[config.mk]
export PLATFORM = sky130hd
export DESIGN_NAME = im_arbiter
export DESIGN_NICKNAME = d
export VERILOG_FILES = /design/src/rtl/im_arbiter.sv
export SDC_FILE = /design/constraint.sdc
export NUM_CORES = 1
export LEC_CHECK = 0
export CAP_MARGIN = 25
export CORE_ASPECT_RATIO = 1.25
export CORE_MARGIN = 1
export CORE_UTILIZATION = 47
export CTS_CLUSTER_DIAMETER = 100
export DETAILED_ROUTE_END_ITERATION = 10
export GPL_TIMING_DRIVEN = 0
export PLACE_DENSITY = 0.93
export SLEW_MARGIN = 0
export SYNTH_ARGS = -nofsm -noshare
export SYNTH_HDL_FRONTEND = slang
export SYNTH_SLANG_ARGS = --single-unit
[constraint.sdc]
create_clock -name clk -period 3.1 [get_ports clk]
set_input_delay 0.31 -clock clk [delete_from_list [all_inputs] [get_ports clk]]
set_output_delay 0.31 -clock clk [all_outputs]
set_load 0.01 [all_outputs]
[src/rtl/im_arbiter.sv]
`default_nettype none
// ============================================================================
// Module   : im_arbiter
// Purpose  : Fetch/loader arbiter for a single-port instruction memory
//            with bounded loader starvation and a fetch-blocking lock mode.
// Revision : 1.0 - initial release
// ============================================================================
module im_arbiter #(
  parameter int unsigned AW         = 10,
  parameter int unsigned DW         = 32,
  parameter int unsigned STARVE_MAX = 4
) (
  input  logic          clk,
  input  logic          rst_n,
  input  logic          if_req,
  input  logic [AW-1:0] if_addr,
  output logic          if_gnt,
  output logic          if_valid,
  output logic [DW-1:0] if_rdata,
  output logic          if_stall,
  input  logic          ld_req,
  input  logic          ld_we,
  input  logic [AW-1:0] ld_addr,
  input  logic [DW-1:0] ld_wdata,
  input  logic          ld_lock,
  output logic          ld_gnt,
  output logic          ld_ack,
  output logic [DW-1:0] ld_rdata,
  output logic [AW-1:0] mem_addr,
  output logic          mem_we,
  output logic [DW-1:0] mem_wdata,
  input  logic [DW-1:0] mem_rdata,
  output logic          locked
);

  localparam logic [3:0] c_STARVE_MAX = 4'(STARVE_MAX);

  typedef enum logic [0:0] {
    ST_RUN  = 1'b0,
    ST_LOCK = 1'b1
  } state_t;

  state_t        r_state;
  logic [3:0]    r_starve;
  logic          r_if_pend;
  logic          r_ld_pend;
  logic          r_ld_rd;
  logic [AW-1:0] r_addr;
  logic [DW-1:0] r_wdata;
  logic [DW-1:0] r_if_rdata;
  logic [DW-1:0] r_ld_rdata;

  logic          w_starved;
  logic          w_if_arb;
  logic          w_ld_arb;

  assign w_starved = (r_starve == c_STARVE_MAX);

  always_comb begin
    w_if_arb = 1'b0;
    w_ld_arb = 1'b0;
    if (r_state == ST_LOCK) begin
      w_ld_arb = ld_req;
    end else begin
      w_ld_arb = ld_req & (~if_req | w_starved);
      w_if_arb = if_req & ~w_ld_arb;
    end
  end

  // Grants are masked while reset is held so nothing reaches the memory.
  assign if_gnt    = w_if_arb & rst_n;
  assign ld_gnt    = w_ld_arb & rst_n;
  assign if_stall  = if_req & ~if_gnt;

  assign mem_we    = ld_gnt & ld_we;
  assign mem_addr  = ld_gnt ? ld_addr : (if_gnt ? if_addr : r_addr);
  assign mem_wdata = ld_gnt ? ld_wdata : r_wdata;

  assign if_valid  = r_if_pend;
  assign ld_ack    = r_ld_pend;
  assign if_rdata  = r_if_pend ? mem_rdata : r_if_rdata;
  assign ld_rdata  = (r_ld_pend & r_ld_rd) ? mem_rdata : r_ld_rdata;
  assign locked    = (r_state == ST_LOCK);

  always_ff @(posedge clk or negedge rst_n) begin
    if (!rst_n) begin
      r_state    <= ST_RUN;
      r_starve   <= 4'd0;
      r_if_pend  <= 1'b0;
      r_ld_pend  <= 1'b0;
      r_ld_rd    <= 1'b0;
      r_addr     <= '0;
      r_wdata    <= '0;
      r_if_rdata <= '0;
      r_ld_rdata <= '0;
    end else begin
      case (r_state)
        ST_RUN:  if (ld_lock)  r_state <= ST_LOCK;
        ST_LOCK: if (!ld_lock) r_state <= ST_RUN;
        default: r_state <= ST_RUN;
      endcase

      if (!ld_req || w_ld_arb) begin
        r_starve <= 4'd0;
      end else if (!w_starved) begin
        r_starve <= r_starve + 4'd1;
      end

      r_if_pend <= w_if_arb;
      r_ld_pend <= w_ld_arb;
      r_ld_rd   <= w_ld_arb & ~ld_we;

      if (w_ld_arb) begin
        r_addr  <= ld_addr;
        r_wdata <= ld_wdata;
      end else if (w_if_arb) begin
        r_addr  <= if_addr;
      end

      // Keep the last delivered word so the idle rdata output holds steady.
      if (r_if_pend)            r_if_rdata <= mem_rdata;
      if (r_ld_pend && r_ld_rd) r_ld_rdata <= mem_rdata;
    end
  end

endmodule
`default_nettype wire

; After elaboration in Yosys (flattened, before gate mapping)
; Cells that the tools add are included.
[totals]
inputBits = 90
ff_bits = 114
output_inout_bits = 113
word_cells = 41
[op_classes]
reduce_logical = 4
n_mux = 12
eq_ne = 2
add_sub_neg = 1
bitwise = 13
[op_table]
columns = op, n
row1 = $mux W32, 3
row2 = $mux W10, 4
row3 = $and A1 B1 Y1, 8
row4 = $mux W4, 2
row5 = $add A4 B1 Y4 const B, 1
row6 = $eq A4 B3 Y1 const B, 1
row7 = $not A1 Y1, 4
row8 = $mux W1, 3
row9 = $ne A2 B1 Y1 const B, 1
row10 = $reduce_bool A2 Y1, 1
row11 = $logic_and A1 B1 Y1, 1
row12 = $logic_not A1 Y1, 1
row13 = $logic_or A1 B1 Y1, 1
row14 = $or A1 B1 Y1, 1

; Longest topological paths before layout
[logic_depth]
word_depth = 9
ltp_mapped = 7
depth_no_buf = 6

; Worst setup path after synthesis
; Ideal clock, no wire load.
[synth_timing]
path_type = flip-flop to output port
startpoint = register r_starve[0]
endpoint = output mem_wdata[2]
arrival_ns = 1.601
path_buffers = 1
required_time_ns = 2.790
slack_ns = 1.189
path_stages_with_launch = 7
path_cell_list = dfrtp_1 inv_1 ha_1 and3b_4 o211ai_4 buf_4 mux2_1
[synth_via]
elab_chain_cells = 6
[synth_lines]
columns = element, line_no
row1 = from (decl), 44  ; logic [3:0] r_starve;
row2 = from (signal assigned), 106  ; r_starve <= r_starve + 4'd1;
row3 = $eq A4 B3 Y1, 57  ; assign w_starved = (r_starve == c_STARVE_MAX);
row4 = $or A1 B1 Y1, 65  ; w_ld_arb = ld_req & (~if_req | w_starved);
row5 = $and A1 B1 Y1, 65
row6 = $mux W1, 62  ; if (r_state == ST_LOCK) begin
row7 = $and A1 B1 Y1, 72  ; assign ld_gnt = w_ld_arb & rst_n;
row8 = $mux W32, 77  ; assign mem_wdata = ld_gnt ? ld_wdata : r_wdata;
row9 = to (decl), 31  ; output logic [DW-1:0] mem_wdata,
; No other way between the ends.

; Worst setup path after layout
[layout_timing]
startpoint = register r_starve[0]
endpoint = output mem_wdata[23]
; Same word-level chain as after synthesis.

==> out/qor.txt <==
Worst Path Required: 2790 ps
Setup crit start: r_starve[0]
Lkg Pwr: 3.28 nW
CTS tree: yes
maximum vdd drop: 0.384 mV
deepest clock path buffer count: 2
Syn Inst Count: 353
Tmin final: 2990 ps
placed instance area: 7220 µm²
area occupied by multi-input gates: 1960 µm²
synth top area cells: dfrtp_1 57%, mux2_2 28%, a221o_1 2.0%, o221ai_1 1.7%, nand4_1 1.2%
Arr. time, crit path: 2680 ps
Inserted Diodes: 0
Logic pwr share: 25.3%
CP Launch Type: register
Sw Pwr: 0.00128 W
Worst-Margin Slew: 640 ps
Die Wd: 94.3 µm
All-Layer GR Usage: 26.7%
Rel. slew slack: 57.3%
Slew Limit Fails: 0
r2r endpoint: r_wdata[29]
R2R cell count: 7
Worst setup endpoint: mem_wdata[23]
# fillers: 623
max_cap viols: 0
Pre-antenna DRT Iters: 4
syn nets: 445
Sw Share: 25.0%
Cell Int Power: 0.00386 W
initial drt markers: 188
P&R area growth vs syn: 57.6%
Vert. Die Dim: 117 µm
Slowest Stage Delay on Critical Path: 490 ps
Clock transition at path regs: 50 ps
area leader, netlist: dfrtp_1
post-synthesis sequential area ratio: 57.0%
Post-Place Setup Slack: 296 ps
Nets: 669
number of synthesized register bits: 114
critical-path cell list: inv_1 -> ha_1 -> and3b_4 -> o211ai_4 -> buf_4 -> mux2_2 -> clkdlybuf4s50_1
Hold Fails Final Rpt: 0
global-route wire length before repair: 22,500 µm
core area: 10,200 µm²
worst path setup slack after routing: 112 ps
Hold Slack: 347 ps
postcts setup bufs: 0
FMAX: 335 MHz
min-delay worst type: input pin to register
global route overflow: 0
Total Routed Length: 13,800 µm
Setup violations, final: 0
Via Count: 3,903
row count: 41
pin count of the biggest net entering global routing: 64
Clk pwr share: 39.6%
critical path fanouts, max: 10
Final ANT Viol Nets: 0
Mapped Avg Cell Area: 14.2 µm²
DP Cell Count: 685
reg2reg start: r_starve[0]
CTS Sinks: 114
PortBufs: 202
initial antenna violation count: 0
H-tree Lvls: 4
Final Wtd Congestion: 0.826
fraction of layout cells with a size suffix above 1: 30.3%
Via density: 5.43
RSZ-0062 raised after global routing: false
post-synth top area share: 57.0%
Num CTS Buffers: 17
Sequential Power Share: 35.1%
die area: 11,100 µm²
Synth Warn #: 0
Layout Cells excl Fill: 719
Cell variety after synth: 30
root buf cell: clkbuf_16
Wirelength per Cell: 19.2 µm
fin area: 7890 µm²
Tcrit/Tclk final: 96.4%
WS Path Type: register to output port
placed wire-length estimate: 9570 µm
status: finished clean
I/O pins: 203
critical path's slowest cell: clkdlybuf4s50_1
vias in the first global route: 4,363
clk_skew: 6.34 ps
R2R Setup Slk: 1270 ps
initial core utilization: 49.0%
DRC viols: 0
Clock Latency Late Sink: 410 ps
crit end category: output port
PwrDens: 652 nW/µm²
mapped cell area: 5010 µm²
Reg area: 2850 µm²
-- cells in the mapped netlist --
master and number:
a21boi_2 1, dfrtp_1 114, o21ai_4 1, buf_6 4, buf_4 3, ha_1 2, o221ai_1 10, xor2_1 1
a221o_1 10, or3_1 1, o211ai_4 1, mux2_2 125, nand2b_2 1, nand3_1 1, nand4_1 10, buf_1 4
buf_2 4, clkbuf_1 7, nand4b_1 1, and3_1 2, inv_2 1, nor2_1 5, xnor2_1 1, nor3_1 10
inv_1 15, nor2b_1 2, and3b_4 1, a21oi_1 1, mux2_1 3, nand2_1 11
-- area by class of cell --
type | count | share of cell area, %
flip-flops and latches | 114 | 36.2
inverters | 16 | 0.761
clock buffers | 21 | 6.09
plain buffers | 22 | 1.67
multi-input cells | 201 | 24.9
repair buffers | 205 | 26.5
well taps | 129 | 2.05
clock inverters | 11 | 1.92
-- worst min path at each step --
stage / start / to / slack (ps) / cells after the start
floorplan: rst_n / if_valid / 10 / 0
global placement: r_starve[0] / r_starve[0] / 470 / 1
detailed placement: rst_n / r_if_rdata[1] / 320 / 1
CTS: ld_lock / locked / 330 / 1
global route: ld_lock / locked / 320 / 1
finish: ld_lock / locked / 350 / 1
-- power by group through the flow --
stage | Sequential, W | Clock [W] | Combinational [W]
finish | 0.00180 | 0.00204 | 0.00130
global route | 0.00183 | 0.00216 | 0.00138
CTS | 0.00180 | 0.00207 | 0.00131
detailed placement | 0.00182 | 0 | 0.00129
global placement | 0.00181 | 0 | 0.00125
floorplan | 0.00179 | 0 | 0.000560
-- state kept, by name, indices dropped and copies added, names as in the netlist --
name,flops
r_if_rdata,32
r_ld_rdata,32
locked,1
if_valid,1
r_ld_rd,1
ld_ack,1
r_wdata,32
r_starve,4
r_addr,10
-- worst max-delay path: cells and delay by family (launching register included) --
kind,cells,cell delay (ps)
AO/OA/AOI/OAI,1,270
adder cells (fa/ha/maj),1,210
buffers and inverters,3,800
flip-flops,1,390
multiplexers,1,380
AND/OR/NAND/NOR,1,220
-- placed cells by master (no fill, tap or decap), types with 2 or more instances in the layout --
master,instances
buf_2,4
nor2_1,5
clkbuf_2,2
inv_1,15
buf_6,5
nor2b_1,2
nand4_1,10
dfrtp_1,114
ha_1,2
clkbuf_16,17
clkinvlp_4,4
mux2_1,3
clkbuf_8,4
buf_16,2
nor3_1,10
buf_4,3
mux2_2,125
clkbuf_1,5
and3_1,2
nand2_1,11
buf_1,4
o221ai_1,10
a221o_1,10
clkinv_4,2
clkdlybuf4s50_1,201
bufinv_16,3
-- timing repair --
item                                    in CTS  in global routing
hold buffers                                 2                  0
endpoints found under the setup margin       0                  2
endpoints found under the hold margin       57                  0
resized for setup                            0                  4
-- layer usage --
metal	wire (µm)	vias up	share of wire, %	track usage (%)
met1	4960	1930	36	29.1
met2	7430	217	54	46.6
met5	0	-	0	0
li1	-	1735	-	-
met4	230	0	1.7	10.2
met3	1190	21	8.6	9.08
-- logic make-up (layout without fill, tap and decap cells) --
| group | Yosys count | in the layout | share of synthesized area, % |
|---|---|---|---|
| AOI/OAI and AO/OA | 24 | 24 | 4.82 |
| xor gates and xnor gates | 2 | 2 | 0.350 |
| adders and majority gates | 2 | 2 | 0.500 |
| buffers and inverters | 38 | 275 | 3.77 |
| DFF | 114 | 114 | 57.0 |
| muxes | 128 | 128 | 28.8 |
| and+or+nand+nor | 45 | 45 | 4.77 |
-- through the flow --
stage / total power (W) / utilization (%) / setup TNS, ps
finish: 0.00514 / 77.3 / 0
global route: 0.00537 / 77.3 / 0
CTS: 0.00518 / 77.3 / 0
detailed placement: 0.00311 / 70.7 / 0
global placement: 0.00306 / 70.4 / -457190
floorplan: 0.00235 / - / 0
Power figures use the tool's default switching activity.
